File: config.mk
export PLATFORM = sky130hd
export DESIGN_NAME = mux_stream
export DESIGN_NICKNAME = d
export VERILOG_FILES = /design/src/rtl/mux_stream.sv
export SDC_FILE = /design/constraint.sdc
export NUM_CORES = 1
export LEC_CHECK = 0
export ABC_AREA = 0
export BUFFER_PORTS_ARGS = -buffer_cell sky130_fd_sc_hd__buf_2
export CAP_MARGIN = 20
export CORE_ASPECT_RATIO = 0.75
export CORE_MARGIN = 4
export CORE_UTILIZATION = 47
export CTS_CLUSTER_DIAMETER = 120
export DETAILED_ROUTE_END_ITERATION = 8
export GPL_ROUTABILITY_DRIVEN = 0
export HOLD_SLACK_MARGIN = 0.05
export PLACE_DENSITY_LB_ADDON = 0.12
export SETUP_SLACK_MARGIN = 0.1
export SYNTH_ARGS = -nofsm -noshare
export SYNTH_HDL_FRONTEND = slang
export SYNTH_SLANG_ARGS = --single-unit
File: constraint.sdc
create_clock -name clk -period 5 [get_ports clk]
set_input_delay 0.25 -clock clk [delete_from_list [all_inputs] [get_ports clk]]
set_output_delay 0.25 -clock clk [all_outputs]
set_load 0.005 [all_outputs]
File: src/rtl/mux_stream.sv
// mux_stream: round-robin N:1 stream multiplexer with a single registered
// output stage. One word per cycle throughput when downstream keeps
// out_ready high.
//
// Optional feature: define MUX_STREAM_FORCE_EN to add force_en/force_sel,
// which pin the grant to one channel without disturbing the round-robin
// pointer.
//
// state | meaning
// ------+--------------------------------------------------
// EMPTY | output register holds no unconsumed word (out_valid=0)
// FULL  | output register holds a word awaiting out_ready  (out_valid=1)

module mux_stream #(
    parameter int WIDTH    = 8,
    parameter int CHANNELS = 8,
    localparam int SEL_W   = $clog2(CHANNELS)
) (
    input  logic                      clk,
    input  logic                      rst,
`ifdef MUX_STREAM_FORCE_EN
    input  logic                      force_en,
    input  logic [SEL_W-1:0]          force_sel,
`endif
    input  logic [CHANNELS*WIDTH-1:0] in_data,
    input  logic [CHANNELS-1:0]       in_valid,
    output logic [CHANNELS-1:0]       in_ready,
    output logic [WIDTH-1:0]          out_data,
    output logic                      out_valid,
    input  logic                      out_ready,
    output logic [SEL_W-1:0]          out_chan
);

    typedef enum logic {
        EMPTY = 1'b0,
        FULL  = 1'b1
    } state_t;

    state_t             state;
    logic [SEL_W-1:0]   ptr;
    logic [SEL_W-1:0]   grant_idx;
    logic               grant_found;
    logic               forcing;
    logic               can_load;
    logic               in_xfer;
    logic [WIDTH-1:0]   sel_data;

    assign out_valid = (state == FULL);
    assign can_load  = !out_valid || out_ready;

    // Pick the granted channel: forced channel if enabled, otherwise the first
    // valid channel after ptr, wrapping around.
    always_comb begin
        int unsigned c;
        logic [SEL_W-1:0] idx;
        grant_found = 1'b0;
        grant_idx   = ptr;
        forcing     = 1'b0;
        c           = 0;
        idx         = '0;
        for (int k = 1; k <= CHANNELS; k++) begin
            c = int'(ptr) + k;
            if (c >= CHANNELS) begin
                c = c - CHANNELS;
            end
            idx = SEL_W'(c);
            if (!grant_found && in_valid[idx]) begin
                grant_found = 1'b1;
                grant_idx   = idx;
            end
        end
`ifdef MUX_STREAM_FORCE_EN
        if (force_en) begin
            forcing     = 1'b1;
            grant_found = 1'b0;
            grant_idx   = ptr;
            if ({1'b0, force_sel} < (SEL_W+1)'(CHANNELS)) begin
                if (in_valid[force_sel]) begin
                    grant_found = 1'b1;
                    grant_idx   = force_sel;
                end
            end
        end
`endif
    end

    // Route the granted channel's word; other channels' data is never looked at.
    always_comb begin
        sel_data = '0;
        for (int i = 0; i < CHANNELS; i++) begin
            if (grant_idx == SEL_W'(i)) begin
                sel_data = in_data[i*WIDTH +: WIDTH];
            end
        end
    end

    // Single accept strobe, suppressed during reset and while the output is stalled.
    always_comb begin
        in_ready = '0;
        if (!rst && can_load && grant_found) begin
            in_ready[grant_idx] = 1'b1;
        end
    end

    assign in_xfer = |(in_valid & in_ready);

    // Output stage FSM and round-robin pointer.
    always_ff @(posedge clk) begin
        if (rst) begin
            state    <= EMPTY;
            out_data <= '0;
            out_chan <= '0;
            ptr      <= SEL_W'(CHANNELS - 1);
        end else begin
            case (state)
                EMPTY: begin
                    if (in_xfer) begin
                        state    <= FULL;
                        out_data <= sel_data;
                        out_chan <= grant_idx;
                    end
                end
                FULL: begin
                    if (in_xfer) begin
                        out_data <= sel_data;
                        out_chan <= grant_idx;
                    end else if (out_ready) begin
                        state <= EMPTY;
                    end
                end
                default: state <= EMPTY;
            endcase
            if (in_xfer && !forcing) begin
                ptr <= grant_idx;
            end
        end
    end

endmodule

# Yosys cells after proc, flatten, opt, wreduce, memory -nomap -nowiden

Cells that the tools add are included.

Shifts and indexed selects: 0
Bitwise logic cells: 2
Add/sub/neg operators: 16
Order comparisons: 18
$mul: 0
Divide/modulo/power cells: 0
Equal/unequal tests: 7
Reduce and logical (&&, ||, !) cells: 22
Multiplexer cells: 57

Operators with widths:

| cell                | number |
|---|---|
| $mux 8              | 10 |
| $mux 3              | 17 |
| $lt 3x4->1 const B  | 9 |
| $ge 4x4->1 const B  | 7 |
| $bmux 1 s3          | 8 |
| $sub 3x1->3 const B | 8 |
| $mux 1              | 20 |
| $add 3x3->4 const B | 4 |
| $eq 3x3->1 const B  | 4 |
| $logic_and 1x1->1   | 10 |
| $logic_not 1->1     | 9 |
| $add 3x2->4 const B | 2 |
| $and 8x8->8         | 1 |
| $reduce_or 8->1     | 1 |
| $eq 3x2->1 const B  | 2 |
| $add 3x4->5 const B | 1 |
| $ge 5x4->1 const B  | 1 |
| $add 3x1->4 const B | 1 |
| $demux 1 s3         | 1 |
| $eq 3x1->1 const B  | 1 |
| $ge 3x1->1 const B  | 1 |
| $logic_not 3->1     | 1 |
| $pmux 1 s2          | 1 |
| $logic_or 1x1->1    | 1 |
| $not 1->1           | 1 |

Memory bits (writable): 0
Bits of input ports: 75
Memory bits (read-only): 0
Memories kept: 0
Register bits: 15
Output and inout bits: 20
Latch bits: 0
Logic and storage cells: 126

# Longest topological paths before layout

Gate-level depths: netlist of the first run.

Depth after elaboration: 37
Depth in mapped cells: 15
Mapped depth without buffers: 11

# Worst setup path after synthesis of the first run

OpenSTA, ideal clock, no wires.

Path type: register to register
Start point: reg ptr[1]
End point: reg out_data[4]
Path slack: 1.332 ns
Cell stages (with the launch flop): 15
Arrival time: 3.552 ns
Library setup time: 0.115 ns
Required time: 4.885 ns
Clock period less this slack: 3.668 ns
Path buffers: 3
Path through: dfxtp_1 > buf_2 > inv_1 > ha_1 > mux2_2 > mux4_2 > or4_4 > nor3_2 > o31a_2 > buf_6 > nand2_2 > buf_6 > a31oi_1 > o221ai_1 > and3_1

Word-level cells in the longest chain between the ends: 37
Elaborated cells on any way between the ends: 104
Those cells by class: add/sub: 16; order compare: 10; eq/ne: 7; mux: 52; bitwise: 1; reduce/logical: 18

RTL lines:

| what                                                 | line | RTL |
|---|---|---|
| start: declaration                                   | 40   | `logic [SEL_W-1:0] ptr;` |
| start signal: assignment                             | 113  | `ptr <= SEL_W'(CHANNELS - 1);` |
| start signal: assignment                             | 134  | `ptr <= grant_idx;` |
| branches (longest 37 deep; another with $add 3x1->4) | --   |  |
| end signal: assignment                               | 119  | `out_data <= sel_data;` |
| end signal: assignment                               | 125  | `out_data <= sel_data;` |
| end: declaration                                     | 28   | `output logic [WIDTH-1:0] out_data,` |

Parallel ways; which one is timed is not known. The select of a mux whose other input is x is not followed.
A chain may end at the register's enable or synchronous reset.

# Worst setup path in the final report of the first run

Start point: reg ptr[0]
End point: out in_ready[3]

Word-level cells in the longest chain between the ends: 32
Elaborated cells on any way between the ends: 85
Those cells by class: add/sub: 16; order compare: 10; mux: 43; reduce/logical: 16

RTL lines:

| what                                                                  | line   | RTL |
|---|---|---|
| $add 3x1->4                                                           | 62     | `c = int'(ptr) + k;` |
| $ge 4x4->1 / $sub 3x1->3 (equally long branches)                      | 63, 64 |  |
| $mux 3                                                                | 63     | `if (c >= CHANNELS) begin` |
| $bmux 1 s3                                                            | 67     | `if (!grant_found && in_valid[idx]) begin` |
| $mux 1 (implied by the code)                                          | 67     |  |
| $mux 1                                                                | 67     |  |
| $logic_not 1->1                                                       | 67     |  |
| $logic_and 1x1->1                                                     | 67     |  |
| [... 16 more ...]                                                     | --     |  |
| $logic_not 1->1                                                       | 67     |  |
| $logic_and 1x1->1                                                     | 67     |  |
| $mux 3                                                                | 67     |  |
| $lt 3x4->1 (implied by the code) / $ge 3x1->1 (equally long branches) | 101    | `in_ready[grant_idx] = 1'b1;` |
| $logic_and 1x1->1 (implied by the code)                               | 101    |  |
| $mux 1 (implied by the code)                                          | 101    |  |
| $demux 1 s3                                                           | 101    |  |
| $mux 8 (*)                                                            | 100    | `if (!rst && can_load && grant_found) begin` |
| end: declaration                                                      | 27     | `output logic [CHANNELS-1:0] in_ready,` |

Mark *: on every way between the ends. The rest lies on a longest branch, timed or not. The select of a mux whose other input is x is not followed.

==> results by group, run 1 <==
Status
  • Outcome: complete, no violations

Synth
  • Top cell type's share of synthesized area: 15.2%
  • Post-synth EDFFs: 0
  • Prevailing post-synth register cell: dfxtp_1
  • Syn Area/Cell: 8.69 um^2
  • Synth Area in XOR/XNOR: 2.59%
  • Synth Cell Area: 1980 um^2
  • Main combinational cell family by area after synthesis: multiplexers
  • Adder-Cell Fraction of Synth Area: 1.26%
  • Cells after synthesis: 228
  • Mux share of post-synthesis cell area: 33.8%
  • Simple-Gate Fraction of Synth Area: 19.5%
  • Ys Warns: 0
  • Async SR Flop Fraction: 0%
  • Synth top area cells: dfxtp_1 (15%), mux2i_1 (15%), mux4_2 (13%), nor2_1 (4.4%), o221ai_1 (3.5%)
  • Post-synthesis compound-gate area fraction: 20.3%
  • Post-synthesis register bit count: 15
  • Net count after synthesis: 305
  • Synth area leader: dfxtp_1
  • Count of cell types in the netlist: 53
  • Sequential-to-total area share from yosys stat: 15.2%

Floorplan
  • CORE AREA: 4050 um^2
  • Initial Util: 48.9%
  • Full die area: 5330 um^2
  • Die width: 83.0 um
  • Num rows: 20
  • Top Ports: 95
  • Height of the die: 64.2 um

Worst setup path
  • Worst flop-to-flop path startpoint: ptr[0]$_SDFFE_PP1P_
  • Setup crit end kind: primary output
  • Critical path class: reg -> out
  • Critical Path Start: ptr[0]$_SDFFE_PP1P_
  • Max FO, Critical Path: 23
  • CP Data Arrival Time: 4.31 ns
  • Critical Path Source Type: register
  • Critical Path RT: 4.75 ns

Layout
  • Final nets: 390
  • Most frequent cells in the layout: buf_2 (94), mux2i_1 (29), nor2_1 (23), dfxtp_1 (15), nand2_1 (13)
  • Most common cell after layout, fill and taps aside: buf_2
  • Filler cell count: 388
  • Layout cells sized above 1: 42.9%
  • Area Growth Syn to Fin: 27.5%
  • Antenna fix cells: 0

Placed design
  • DP Wirelength: 4.54 mm
  • PortBufs: 94

Worst hold path
  • Min-Delay Path Class: in -> reg
  • Hold Path Origin: out_ready

STA
  • Slew @ Worst Pin: 0.946 ns
  • Rel. slew slack: 37.0%
  • Max Slew Vio Count: 0
  • Crit share post-route: 91.2%
  • RSZ-0062 raised after global routing: no
  • Hold Slack: 0.321 ns
  • Fmax: 219 MHz
  • Clk_skew: 0.00292 ns
  • Hold Vio Cnt, Final: 0
  • Fin Setup TNS: 0 ns
  • Crit path time final: 4.56 ns
  • Final setup fails: 0

Route
  • DR DRC count: 0
  • Initial DRC count: 174
  • Via count: 2,045
  • Post-DRT Antenna Nets: 0
  • Routed len/inst: 15.5 um
  • Via/cell ratio: 5.57
  • Total iterations of the first detailed-routing run: 4
  • Routed WL: 5.68 mm

Clocking
  • Latest clock arrival within the worst-skew pair: 0.25 ns
  • Clock-pin slew on the worst setup and hold paths: 0.06 ns
  • Root Buffer: clkbuf_8
  • Hold_buf cts: 0
  • Num Clock Sinks: 15
  • TritonCTS Buffers: 3
  • Post-CTS setup buffer count: 0
  • Longest Clk Path Bufs: 2
  • CTS tree: done
  • Post-CTS sizing: 0
  • Htree depth: 1

Global routing
  • Pin count of the biggest net entering global routing: 28
  • Overflow after GRT: 0
  • GRT Total Usage: 21.8%
  • Initial antenna violation count: 0
  • Vias in the first global route: 1,963
  • Global-route wire length before repair: 9.69 mm

Power and ir drop
  • Cell internal pwr: 0.812 mW
  • Reg power frac: 12.2%
  • Total power draw: 1.63 mW
  • Clk network pwr share: 6.2%
  • Pwr Density: 644 nW/um^2
  • Switching share of power: 50.1%
  • P_sw: 0.815 mW
  • VDD IR-drop max: 350 uV
  • P_leak: 1.21 nW
  • Gate power share: 81.6%

Run
  • Maxcap violations: 0
==> cell families (layout without fill, tap and decap cells) <==
kind of cell,after synthesis,in the layout
xor gates and xnor gates,5,5
DFF,15,15
muxes,51,51
AOI/OAI and AO/OA,54,54
and+or+nand+nor,71,71
buffers and inverters,30,114
adders and majority gates,2,2
==> state kept, by name (all words and copies together) (netlist names) <==
register,count
out_chan,3
ptr,3
out_data,8
out_valid,1
==> critical path, cell delays in order, from the launching register on <==
cell	delay, ns
dfxtp_1	0.31
buf_4	0.20
inv_1	0.15
ha_1	0.61
mux2_1	0.37
mux4_2	0.53
or4_4	0.56
o32a_1	0.18
o311ai_2	0.10
o31ai_4	0.29
nor3_4	0.45
and2_1	0.19
buf_2	0.11
==> stage by stage <==
stage / utilization [%] / cell area (um^2) / setup slack, ns / cells
floorplan: - / 1980 / 1.33 / 228
global route: 62.3 / 2530 / 0.137 / 367
global placement: 61.2 / 2480 / 0.800 / 363
finish: 62.3 / 2530 / 0.440 / 367
CTS: 62.3 / 2530 / 0.417 / 367
detailed placement: 61.2 / 2480 / 0.715 / 363
==> cell usage after synthesis, drive strengths merged (2+ instances only) <==
cell / instances
mux2: 11
a211oi: 3
nor4: 3
dfxtp: 15
nor3: 6
inv: 13
a31oi: 8
o311ai: 2
ha: 2
nor2b: 3
o21ai: 3
mux2i: 29
a21oi: 9
clkbuf: 5
nor3b: 3
and3: 8
o211ai: 2
nand3: 2
mux4: 11
a211o: 3
o221ai: 8
xor2: 2
xnor2: 3
buf: 12
nor2: 24
nand2: 14
a22oi: 9
==> path summary, 6_finish.rpt <==
path,end,slack [ns],depth (start not counted)
hold reg to reg,out_chan[2]$_SDFFE_PP0P_,0.46,2
setup reg to reg,out_data[6]$_SDFFE_PP0P_,0.70,10
hold / removal,out_valid$_SDFF_PP0_,0.32,4
setup / recovery,in_ready[3],0.44,12
==> final cells by class <==
class / count / area (um^2) / share of cell area (%)
Inverter: 13 / 48.8 / 1.93
Clock inverter: 1 / 5.00 / 0.198
Tap cell: 55 / 68.8 / 2.72
Timing Repair Buffer: 97 / 505 / 20.0
Sequential cell: 15 / 300 / 11.9
Clock buffer: 3 / 41.3 / 1.63
Multi-Input combinational cell: 183 / 1560 / 61.6
==> routing by layer <==
layer | track usage [%] | up-vias | part of all wire (%)
li1 | - | 1044 | -
met1 | 31.9 | 912 | 46
met2 | 32.8 | 85 | 44
met3 | 5.80 | 4 | 9.6
met4 | 2.45 | 0 | 0.33
met5 | 0 | - | 0
==> power groups by stage <==
stage / registers [mW] / clock network (mW) / logic, mW
CTS: 0.198 / 0.103 / 1.33
global route: 0.205 / 0.109 / 1.46
floorplan: 0.198 / 0 / 1.04
detailed placement: 0.200 / 0 / 1.32
finish: 0.198 / 0.101 / 1.33
global placement: 0.199 / 0 / 1.32
Power figures use the tool's default switching activity.
==> run 2: changes to the inputs <==
--- a/config.mk
+++ b/config.mk
@@ -5,12 +5,12 @@
 export SDC_FILE = /design/constraint.sdc
 export NUM_CORES = 1
 export LEC_CHECK = 0
-export ABC_AREA = 0
+export ABC_AREA = 1
 export BUFFER_PORTS_ARGS = -buffer_cell sky130_fd_sc_hd__buf_2
 export CAP_MARGIN = 20
 export CORE_ASPECT_RATIO = 0.75
 export CORE_MARGIN = 4
-export CORE_UTILIZATION = 47
+export CORE_UTILIZATION = 48
 export CTS_CLUSTER_DIAMETER = 120
 export DETAILED_ROUTE_END_ITERATION = 8
 export GPL_ROUTABILITY_DRIVEN = 0
==> results by group, run 2 <==
Clocking
  • Longest Clk Path Bufs: 2 (unchanged)
  • CTS tree: done
  • Post-CTS sizing: 0 (unchanged)
  • Clock-pin slew on the worst setup and hold paths: 0.06 ns (about the same)
  • Latest clock arrival within the worst-skew pair: 0.24 ns (about the same)
  • TritonCTS Buffers: 3 (unchanged)
  • Hold_buf cts: 0 (unchanged)
  • Htree depth: 1 (unchanged)
  • Num Clock Sinks: 15 (unchanged)
  • Post-CTS setup buffer count: 0 (unchanged)
  • Root Buffer: clkbuf_8

Placed design
  • Post-placement cell count: 481 (+33%)
  • PortBufs: 94 (unchanged)
  • Placed Area: 2500 um^2 (+0.96%)
  • DP Wirelength: 5.24 mm (+16%)

Layout
  • Final nets: 508 (+30%)
  • Filler cell count: 412 (+6.2%)
  • Max FFs per register: 8 (unchanged)
  • Most common cell after layout, fill and taps aside: nand2_1
  • Largest Register: out_data
  • Top Registers: out_data (8), out_chan (3), ptr (3)
  • Antenna fix cells: 0 (unchanged)
  • Layout cells sized above 1: 34.7% (-8.3 points)
  • Area Growth Syn to Fin: 25.0%
  • Design area: 2550 um^2 (+0.89%)
  • Fin cells: 485 (+32%)
  • Most frequent cells in the layout: nand2_1 (97), buf_2 (94), nand3_1 (44), nor2_1 (39), inv_1 (27)

Worst setup path
  • Critical Path RT: 4.75 ns (about the same)
  • Critical Path Start: ptr[1]$_SDFFE_PP1P_
  • Worst path slowest cell: dfxtp_1
  • Worst flop-to-flop path startpoint: ptr[1]$_SDFFE_PP1P_
  • Critical path class: reg -> out
  • CP Data Arrival Time: 3.47 ns (-0.84 ns)
  • CP cell instances: inv_2, ha_1, inv_2, nand3_1, nand3_2, nand2_2, nor2_8, nand4_2, nor2_1, nand3_1, nand2_4, nand3_1, nor2_1, buf_2
  • Max FO, Critical Path: 16 (-30%)
  • Most used cell, CP: nand3_1
  • Setup crit end kind: primary output
  • Critical Path Source Type: register
  • CP peak stage delay: 0.59 ns (-0.02 ns)

STA
  • Crit share post-route: 74.3% (-17 points)
  • Hold Slack: 0.222 ns (-0.0987 ns)
  • Slew @ Worst Pin: 0.551 ns (-0.394 ns)
  • Clk_skew: 0.00452 ns (+0.00160 ns)
  • Fmax: 269 MHz (+23%)
  • Max Slew Vio Count: 0 (unchanged)
  • Crit path time final: 3.72 ns (-0.844 ns)
  • Hold Vio Cnt, Final: 0 (unchanged)
  • Fin Setup TNS: 0 ns (unchanged)
  • Final setup fails: 0 (unchanged)
  • RSZ-0062 raised after global routing: no
  • Rel. slew slack: 63.2% (+26 points)

Global routing
  • Pin count of the biggest net entering global routing: 24 (-14%)
  • GRT Total Usage: 22.1% (+0.36 points)
  • Vias in the first global route: 2,074 (+5.7%)
  • Initial antenna violation count: 0 (unchanged)
  • Overflow after GRT: 0 (unchanged)
  • Global-route wire length before repair: 9.92 mm (+2.4%)

Synth
  • Top cell type's share of synthesized area: 17.9% (+2.7 points)
  • Cells after synthesis: 343 (+50%)
  • Prevailing post-synth register cell: dfxtp_1
  • Count of cell types in the netlist: 37 (-30%)
  • Commonest cells post-synth: nand2_1 (97), nand3_1 (44), nor2_1 (39), inv_1 (27), nand4_1 (19)
  • Ys Warns: 0 (unchanged)
  • Async SR Flop Fraction: 0% (unchanged)
  • Sequential-to-total area share from yosys stat: 14.7% (-0.42 points)
  • Post-synthesis register bit count: 15 (unchanged)
  • Post-synth EDFFs: 0 (unchanged)
  • Synth Cell Area: 2040 um^2 (+2.8%)
  • Most frequent cell after synthesis: nand2_1
  • Synth area leader: nand2_1
  • Net count after synthesis: 420 (+38%)
  • Syn Area/Cell: 5.94 um^2 (-32%)
  • Synth top area cells: nand2_1 (18%), dfxtp_1 (15%), nand3_1 (11%), nor2_1 (7.2%), nand4_1 (5.8%)

Floorplan
  • CORE AREA: 4080 um^2 (+0.62%)
  • Num rows: 20 (unchanged)
  • Full die area: 5360 um^2 (+0.63%)
  • Initial Util: 50.0% (+1.1 points)
  • Top Ports: 95 (unchanged)
  • Die width: 83.2 um (+0.32%)
  • Height of the die: 64.4 um (+0.31%)

Route
  • Routed len/inst: 13.3 um (-14%)
  • Initial DRC count: 226 (+30%)
  • Total iterations of the first detailed-routing run: 7 (+3)
  • Via count: 2,557 (+25%)
  • Via/cell ratio: 5.27 (-5.4%)
  • DR DRC count: 0 (unchanged)
  • Post-DRT Antenna Nets: 0 (unchanged)
  • Routed WL: 6.44 mm (+13%)

Status
  • Outcome: complete, no violations

Run
  • Maxcap violations: 0 (unchanged)

Worst hold path
  • Hold Path Origin: rst
  • Min-Delay Path Class: in -> reg
[run 2: stage by stage]
stage          setup slack (ns)  util [%]
4_1_cts                    1.34      62.5
3_5_place_dp               1.37      61.4
5_1_grt                   0.932      62.5
2_1_floorplan              2.10         -
3_3_place_gp               1.48      61.4
6_report                   1.28      62.5
[run 2: final cells by class]
cell class	instances	area, um^2	share of cell area, %
Multi-Input combinational cell	277	1510	59.3
Timing Repair Buffer	94	470	18.5
Inverter	40	154	6.04
Sequential cell	15	300	11.8
Clock buffer	4	45.0	1.77
Tap cell	55	68.8	2.70
[run 2: final timing paths]
| kind | depth (start not counted) | to | slack [ns] |
|---|---|---|---|
| setup / recovery | 14 | in_ready[7] | 1.28 |
| hold / removal | 2 | out_chan[0]$_SDFFE_PP0P_ | 0.22 |
| setup reg to reg | 13 | out_data[0]$_SDFFE_PP0P_ | 1.29 |
| hold reg to reg | 2 | out_chan[1]$_SDFFE_PP0P_ | 0.48 |
[run 2: cells by family (layout without fill, tap and decap cells)]
group	after synthesis	count (layout)	share of synthesized area (%)
AOI/OAI and AO/OA	29	29	8.47
xor gates and xnor gates	3	3	1.66
adders and majority gates	2	2	1.23
buffers and inverters	51	138	11.2
DFF	15	15	14.7
and+or+nand+nor	243	243	62.7
[run 2: worst max-delay path: cells and delay by family (launching register included)]
kind / cells / cell delay (ns)
simple gates: 10 / 1.75
flops: 1 / 0.59
buf+inv: 3 / 0.47
fa+ha+maj: 1 / 0.42
[run 2: layer usage]
metal / vias to the layer above / track usage [%] / wire, um
li1: 1305 / - / -
met1: 1125 / 33.2 / 3120
met2: 119 / 31.8 / 2700
met3: 8 / 5.08 / 593
met4: 0 / 4.69 / 32
met5: - / 0 / 0
Power of run 2 is not shown: default switching activity piles up to over one toggle a cycle in this logic, so the estimate is an artifact.
